## src/rtl/rx_port_completion_demux.sv

```systemverilog
// rx_port_completion_demux: return path of the rx_port read-request mux.
// Keeps a per-source count of outstanding DWs (main, SG RX, SG TX), routes
// tagged completion data to its consumer through one register stage, and
// flags completion (DONE) and protocol errors (ERR, sticky until RST).
module rx_port_completion_demux #(
  parameter int C_DATA_WIDTH = 64,
  parameter int C_EN_WIDTH   = $clog2(C_DATA_WIDTH/32) + 1,
  parameter int C_OUT_WIDTH  = 14
) (
  input  logic                    CLK,
  input  logic                    RST,
  input  logic                    REQ_ISSUED,
  input  logic [1:0]              REQ_TAG,
  input  logic [9:0]              REQ_LEN,
  input  logic [C_DATA_WIDTH-1:0] CPL_DATA,
  input  logic [C_EN_WIDTH-1:0]   CPL_DATA_EN,
  input  logic [1:0]              CPL_TAG,
  output logic [C_DATA_WIDTH-1:0] RD_DATA,
  output logic [C_EN_WIDTH-1:0]   MAIN_DATA_EN,
  output logic [C_EN_WIDTH-1:0]   SG_RX_DATA_EN,
  output logic [C_EN_WIDTH-1:0]   SG_TX_DATA_EN,
  output logic [C_OUT_WIDTH-1:0]  MAIN_OUTSTANDING,
  output logic [C_OUT_WIDTH-1:0]  SG_RX_OUTSTANDING,
  output logic [C_OUT_WIDTH-1:0]  SG_TX_OUTSTANDING,
  output logic                    MAIN_DONE,
  output logic                    SG_RX_DONE,
  output logic                    SG_TX_DONE,
  output logic                    ERR
);

  // One extra bit of headroom so cnt + 1024 never wraps before the saturation compare.
  localparam int CW = C_OUT_WIDTH + 1;
  localparam logic [CW-1:0] CNT_MAX = {1'b0, {C_OUT_WIDTH{1'b1}}};
  localparam logic [1:0] TAG_BAD = 2'b11;

  logic [C_OUT_WIDTH-1:0] cnt_q [3];
  logic [C_OUT_WIDTH-1:0] cnt_d [3];
  logic [2:0]             ovf;
  logic [2:0]             unf;
  logic [2:0]             done_d;
  logic [CW-1:0]          req_len_ext;
  logic                   err_d;

  // Effective request length: a zero length field encodes 1024 DWs.
  always_comb begin
    req_len_ext = (REQ_LEN == 10'd0) ? CW'(1024) : CW'(REQ_LEN);
  end

  // Next outstanding count per source: add the issue, saturate, then retire completions.
  always_comb begin
    for (int i = 0; i < 3; i++) begin
      logic [CW-1:0] issue;
      logic [CW-1:0] cpl;
      logic [CW-1:0] sum;
      logic [CW-1:0] sat;
      issue  = (REQ_ISSUED && REQ_TAG == 2'(i)) ? req_len_ext : '0;
      cpl    = (CPL_TAG == 2'(i)) ? CW'(CPL_DATA_EN) : '0;
      sum    = CW'(cnt_q[i]) + issue;
      sat    = sum;
      ovf[i] = 1'b0;
      unf[i] = 1'b0;
      if (sum > CNT_MAX) begin
        sat    = CNT_MAX;
        ovf[i] = 1'b1;
      end
      if (cpl > sat) begin
        cnt_d[i] = '0;
        unf[i]   = 1'b1;
      end else begin
        cnt_d[i] = C_OUT_WIDTH'(sat - cpl);
      end
      done_d[i] = (cnt_q[i] != '0) && (cnt_d[i] == '0);
    end
  end

  // Any saturation, underflow or use of the illegal tag latches the error flag.
  always_comb begin
    err_d = ERR | (|ovf) | (|unf)
          | (REQ_ISSUED && REQ_TAG == TAG_BAD)
          | ((CPL_TAG == TAG_BAD) && (CPL_DATA_EN != '0));
  end

  // Register the routed data path, the counters and the status flags.
  always_ff @(posedge CLK) begin
    if (RST) begin
      RD_DATA       <= '0;
      MAIN_DATA_EN  <= '0;
      SG_RX_DATA_EN <= '0;
      SG_TX_DATA_EN <= '0;
      for (int i = 0; i < 3; i++) cnt_q[i] <= '0;
      MAIN_DONE     <= 1'b0;
      SG_RX_DONE    <= 1'b0;
      SG_TX_DONE    <= 1'b0;
      ERR           <= 1'b0;
    end else begin
      RD_DATA       <= CPL_DATA;
      MAIN_DATA_EN  <= (CPL_TAG == 2'd0) ? CPL_DATA_EN : '0;
      SG_RX_DATA_EN <= (CPL_TAG == 2'd1) ? CPL_DATA_EN : '0;
      SG_TX_DATA_EN <= (CPL_TAG == 2'd2) ? CPL_DATA_EN : '0;
      for (int i = 0; i < 3; i++) cnt_q[i] <= cnt_d[i];
      MAIN_DONE     <= done_d[0];
      SG_RX_DONE    <= done_d[1];
      SG_TX_DONE    <= done_d[2];
      ERR           <= err_d;
    end
  end

  assign MAIN_OUTSTANDING  = cnt_q[0];
  assign SG_RX_OUTSTANDING = cnt_q[1];
  assign SG_TX_OUTSTANDING = cnt_q[2];

endmodule

```

## config.mk

```make
export PLATFORM = sky130hd
export DESIGN_NAME = rx_port_completion_demux
export DESIGN_NICKNAME = d
export VERILOG_FILES = /design/src/rtl/rx_port_completion_demux.sv
export SDC_FILE = /design/constraint.sdc
export NUM_CORES = 1
export LEC_CHECK = 0
export ABC_AREA = 1
export BUFFER_PORTS_ARGS = -buffer_cell sky130_fd_sc_hd__buf_2
export CAP_MARGIN = 10
export CORE_UTILIZATION = 30
export DETAILED_ROUTE_END_ITERATION = 6
export GPL_ROUTABILITY_DRIVEN = 0
export GPL_TIMING_DRIVEN = 0
export PLACE_DENSITY_LB_ADDON = 0.05
export RECOVER_POWER = 50
export SYNTH_ARGS = -nofsm -noshare
export SYNTH_HDL_FRONTEND = slang
export SYNTH_SLANG_ARGS = --single-unit
```

## constraint.sdc

```tcl
create_clock -name CLK -period 3.5 [get_ports CLK]
set_clock_uncertainty 0.05 [all_clocks]
set_input_delay 0 -clock CLK [delete_from_list [all_inputs] [get_ports CLK]]
set_output_delay 0 -clock CLK [all_outputs]
set_load 0.01 [all_outputs]
```

==> Word-level counts from Yosys, hierarchy flattened <==
Memories as Yosys holds them, arrays and structs flattened.
Cells that the tools add are included.
W data, S select, Z words.
{ "totals": {"regBits": 74, "latchBits": 0, "ramBits": 42, "romBits": 0, "inputBits": 83, "out_inout_bits": 116, "word_cells": 85, "n_memories": 1} }
{ "classes": {"n_addsub": 6, "multipliers": 0, "div_mod_pow": 0, "order_cmp": 6, "eq_ne": 6, "shifts": 0, "n_mux": 25, "bitwise": 10, "n_reduce_logical": 23} }
{ "mem_list": {"columns": ["name", "depth", "width", "rd", "rd_ports_with_merged_regs", "write_ports", "line", "text"], "rows": [
  ["cnt_q", 3, 14, 3, 0, 3, "36", "logic [C_OUT_WIDTH-1:0] cnt_q [3];"]
]} }
{ "op_table": {"columns": ["operator", "count"], "rows": [
  ["$mux W14", 6],
  ["$add A14 B11 Y15", 3],
  ["$gt A15 B14 Y1 const B", 3],
  ["$gt A2 B15 Y1", 3],
  ["$mux W15", 3],
  ["$mux W11", 4],
  ["$logic_not A14 Y1", 3],
  ["$reduce_bool A14 Y1", 3],
  ["$sub A14 B2 Y14", 3],
  ["$logic_not A10 Y1", 1],
  ["$mux W1", 9],
  ["$eq A2 B2 Y1 const B", 4],
  ["$logic_and A1 B1 Y1", 8],
  ["$or A1 B1 Y1", 7],
  ["$mux W2", 3],
  ["$reduce_or A2 Y1", 3],
  ["$reduce_or A3 Y1", 2],
  ["$eq A2 B1 Y1 const B", 2],
  ["$logic_not A2 Y1", 2],
  ["$not A1 Y1", 3],
  ["$reduce_bool A2 Y1", 1]
]} }

==> Longest topological paths before layout <==
{ "logic_depth": {"word_depth": 12, "mapped_depth": 33, "ltp_nobuf": 31} }

==> Worst setup path after synthesis <==
Ideal clock, no wire load.
{ "synth_timing": {"path_kind": "in2reg", "from": "input port REQ_TAG[1]", "to": "register MAIN_DONE", "setup_ps": 110, "arrival_ps": 3343, "required_time_ps": 3340, "slack_ps": -3, "stages": 28, "n_path_buf": 3, "cell_sequence": "nor3_1 > inv_1 > clkbuf_1 > nor2_1 > ha_1 > inv_1 > fa_1 > inv_1 > nand3_1 > nand2_2 > nand3_2 > nand3_1 > nand2_2 > buf_6 > buf_2 > nand2_1 > inv_1 > ha_1 > inv_1 > nor2_1 > nor2_1 > nand3_1 > nor2_1 > inv_1 > o21ai_0 > nand3_2 > nand3_1 > nor2_1"} }
{ "synth_via": {"elab_chain_len": 10, "word_cells_on_any_way": 11, "cone_classes": "add/sub (2); order compare (2); mux (3); reduce/logical (4)"} }
{ "synth_lines": {"columns": ["element", "line", "text"], "rows": [
  ["start, declared", "13", "input logic [1:0] REQ_TAG,"],
  ["$logic_not A2 Y1 (*)", "56", "issue = (REQ_ISSUED && REQ_TAG == 2'(i)) ? req_len_ext : '0;"],
  ["$logic_and A1 B1 Y1 (*)", "56", null],
  ["$mux W11 (*)", "56", null],
  ["$add A14 B11 Y15 (*)", "58", "sum = CW'(cnt_q[i]) + issue;"],
  ["$gt A15 B14 Y1", "62", "if (sum > CNT_MAX) begin"],
  ["$mux W15 (*)", "62", null],
  ["$sub A14 B2 Y14 or $gt A2 B15 Y1 (tied branches)", "70, 66", null],
  ["$mux W14 (*)", "66", "if (cpl > sat) begin"],
  ["$logic_not A14 Y1 (*)", "72", "done_d[i] = (cnt_q[i] != '0) && (cnt_d[i] == '0);"],
  ["$logic_and A1 B1 Y1 (*)", "72", null],
  ["end signal, assigned", "101", "MAIN_DONE <= done_d[0];"],
  ["end, declared", "25", "output logic MAIN_DONE,"]
]} }
Mark *: on every way between the ends. The rest lies on a longest branch, timed or not.
A chain may end at the register's enable or synchronous reset.

==> impl_metrics.tcl <==
set metrics [dict create \
    internal_power_mw 4.172 \
    synth_nets 1446 \
    cpPeakStageDelay_ps 370 \
    dr_total_vias 8914 \
    drtAntennaViolNets 0 \
    seqPwrFrac 0.237 \
    ys_ff_latch 116 \
    finalHoldViolCount 0 \
    arrival_ps 3620 \
    cts_root_buf "clkbuf_16" \
    hp-class "input port to flip-flop" \
    port_buffers 197 \
    clkPwrFrac 0.220 \
    syn_area_um2 8187 \
    holdPathStages 6 \
    worst_path_most_repeated_cell "nand2_4" \
    cts_sinks 116 \
    multi_input_comb_area_um2 4987 \
    setup_viol 0 \
    grt_max_degree 17 \
    fillers 2984 \
    wl_met2_um 13680 \
    crit_type "flip-flop to flip-flop" \
    viasPerCell 4.491 \
    final-seq-area_um2 2337 \
    ys_warn_count 0 \
    overflow 0 \
    final_nets 1764 \
    fin_crit_sh 0.9500 \
    wl_met3_um 2020 \
    r2r_cells 28 \
    dr.pass1.iters 5 \
    initial_utilization 0.3046 \
    avgSynthCellArea_um2 6.240 \
    numCtsBuffers 17 \
    synthCells 1312 \
    p_sw_mw 3.631 \
    maxCapViolations 0 \
    vdd_ir_drop_max_mv 0.3330 \
    status "completed" \
    grt_pass1_wl_um 45360 \
    io_pins 199 \
    clock_latency_ps 410 \
    p_leak_nw 6.119 \
    drt-wirelength-per-cell_um 14.77 \
    ys_types 44 \
    place_hpwl_um 22960 \
    die_w_um 167.2 \
    startpoint_type "flip-flop" \
    slowest_stage "fa_2" \
    crit_path_end_kind "flip-flop" \
    finalWirelength_um 29310 \
    slew_viol_final 0 \
    setup_ws_ps 174.9 \
    rsz0062_at_grt "yes" \
    cts_max_level 4 \
    drc 0 \
    grt_pass1_vias 8701 \
    cts_tree "built" \
    fin_area_um2 11310 \
    placed_cell_area_um2 9602 \
    die-area_um2 27950 \
    required_ps 3790 \
    die_h_um 167.2 \
    core_um2 26880 \
    m1WireLength_um 13050 \
    clockBufferDepth 2 \
    switching_share 0.4653 \
    combPwrFrac 0.543 \
    dr.max_layer_used "met5" \
    max_slew_margin 0.4143 \
    num_rows 60 \
    yosysSeqAreaShare 0.2837 \
    worst_pin_slew_ps 878.5 \
    cp_max_fo 10 \
    final.min_clock_period_ps 3325 \
    clk_pin_slew_ps 70 \
    drt_iter0_markers 392 \
    power_density_nw_per_um2 689.8 \
    drive_gt1_frac 0.1935 \
    antenna_found_initial 3 \
    grtUsageTotal 0.2102 \
    place_ws_ps -886.4 \
    fmax_ghz 0.3007 \
    syn_to_final_growth_pct 38.18 \
]
-- cell families after synthesis --
logic type,count (synthesis),share of synthesized area
AND/OR/NAND/NOR,791,0.4330
buffers and inverters,289,0.1403
flip-flops,116,0.2837
adder cells (fa/ha/maj),51,0.08345
AO/OA/AOI/OAI,48,0.04142
XOR/XNOR,17,0.01819
-- final timing paths --
check	from	to	slack (ps)
hold / removal	REQ_ISSUED	ERR	70
hold reg to reg	ERR	ERR	680
setup reg to reg	cnt_q[0][28]	SG_TX_DONE	170
setup / recovery	cnt_q[0][28]	SG_TX_DONE	170
-- sequential cells by signal (all words and copies together), names as in the netlist --
name and cells:
RD_DATA 64, cnt_q 42, MAIN_DATA_EN 2, SG_RX_DATA_EN 2, SG_TX_DATA_EN 2, ERR 1
MAIN_DONE 1, SG_RX_DONE 1, SG_TX_DONE 1
-- routing by layer --
layer,global-route usage,vias up
met5,0,-
met2,0.3602,250
met1,0.2555,3974
met4,0.06103,4
met3,0.05861,31
li1,-,4655
-- power groups by stage --
stage | combinational (mW) | sequential (mW) | clock, mW
2_1_floorplan | 2.67 | 1.85 | 0
3_3_place_gp | 3.78 | 1.87 | 0
3_5_place_dp | 3.77 | 1.87 | 0
4_1_cts | 4.03 | 1.84 | 1.76
5_1_grt | 4.76 | 1.87 | 1.82
6_report | 4.24 | 1.85 | 1.71
-- placed cells by master (no fill, tap or decap), types with 10 or more instances in the layout --
| cell | Yosys | routed |
|---|---|---|
| a21oi_1 | 10 | 10 |
| buf_2 | 1 | 97 |
| buf_4 | 0 | 32 |
| clkbuf_1 | 16 | 114 |
| clkbuf_16 | 0 | 18 |
| dfxtp_1 | 116 | 110 |
| dlygate4sd3_1 | 0 | 69 |
| ha_1 | 45 | 37 |
| inv_1 | 248 | 239 |
| inv_2 | 14 | 21 |
| nand2_1 | 332 | 321 |
| nand2_2 | 19 | 26 |
| nand2_4 | 6 | 10 |
| nand3_1 | 89 | 81 |
| nand3_2 | 13 | 20 |
| nand3b_1 | 14 | 14 |
| nand4_1 | 26 | 26 |
| nor2_1 | 233 | 224 |
| nor2_2 | 16 | 24 |
| nor3_1 | 12 | 12 |
| nor4_1 | 13 | 13 |
| xor2_1 | 12 | 11 |
-- cell type report --
class                   count  share of cell area
inverters                 266             0.08915
diodes                      1           0.0002212
well taps                 341             0.03772
multi-input cells         909              0.4409
plain buffers              21             0.01316
clock inverters            14             0.01117
repair buffers            299              0.1623
flip-flops and latches    116              0.2066
clock buffers              18             0.03882
-- through the flow --
step | total power, mW | hold slack (ps) | utilization | TNS, ps | cells
floorplan | 4.512 | 56.97 | - | 0 | 1312
global placement | 5.648 | 149.8 | 0.3573 | -24530 | 1850
detailed placement | 5.636 | 156.7 | 0.3573 | -24790 | 1850
CTS | 7.633 | 46.53 | 0.4133 | 0 | 1964
global route | 8.451 | 96.58 | 0.4208 | -35.49 | 1984
finish | 7.803 | 68.43 | 0.4209 | 0 | 1985
-- synthesized netlist by cell type --
cell type	number	share of area
a41oi_1	3	0.0032
or2_1	1	0.00076
a21boi_1	1	0.00092
o21bai_1	8	0.0073
nand2_2	19	0.015
inv_1	248	0.11
inv_2	14	0.0064
o21ai_1	6	0.0037
nand2_1	332	0.15
a21oi_4	3	0.0060
ha_1	45	0.069
nor2_2	16	0.012
nor3_1	12	0.0073
nor2_1	233	0.11
and2_1	6	0.0046
nor2_4	5	0.0069
buf_6	4	0.0055
or2_2	2	0.0015
xnor2_1	5	0.0053
a21oi_2	1	0.0011
clkinv_1	2	0.00092
buf_12	1	0.0024
buf_8	1	0.0018
dfxtp_1	116	0.28
nand3b_1	14	0.013
a311o_1	1	0.0012
o31ai_1	1	0.00092
nor4_1	13	0.0099
nand2_4	6	0.0083
a21oi_1	10	0.0061
o41ai_2	1	0.0020
nor3_2	4	0.0049
fa_1	6	0.015
buf_2	1	0.00061
nand4_1	26	0.020
o21ai_0	9	0.0055
o21a_1	2	0.0018
inv_4	2	0.0015
clkbuf_1	16	0.0073
nand3_1	89	0.054
nand3_2	13	0.016
xor2_1	12	0.013
a31oi_1	1	0.00076
a21boi_0	1	0.00092
-- timing repair --
item / in CTS / in global routing
buffers inserted: 13 / 18
hold buffers: 69 / 0
cloned: 1 / 3
endpoints found under the hold margin: 66 / 0
pin swaps: 17 / 31
setup endpoints to repair: 45 / 40
gates resized for setup: 39 / 53
-- worst max-delay path, delay by kind of cell, from the launching register on --
family                     cells  cell delay, ps
and+or+nand+nor               17            1400
DFF                            1             360
adders and majority gates      3             750
buffers and inverters          7             550
AOI/OAI and AO/OA              1             110
Note: power is estimated with default switching activity, not from simulation.
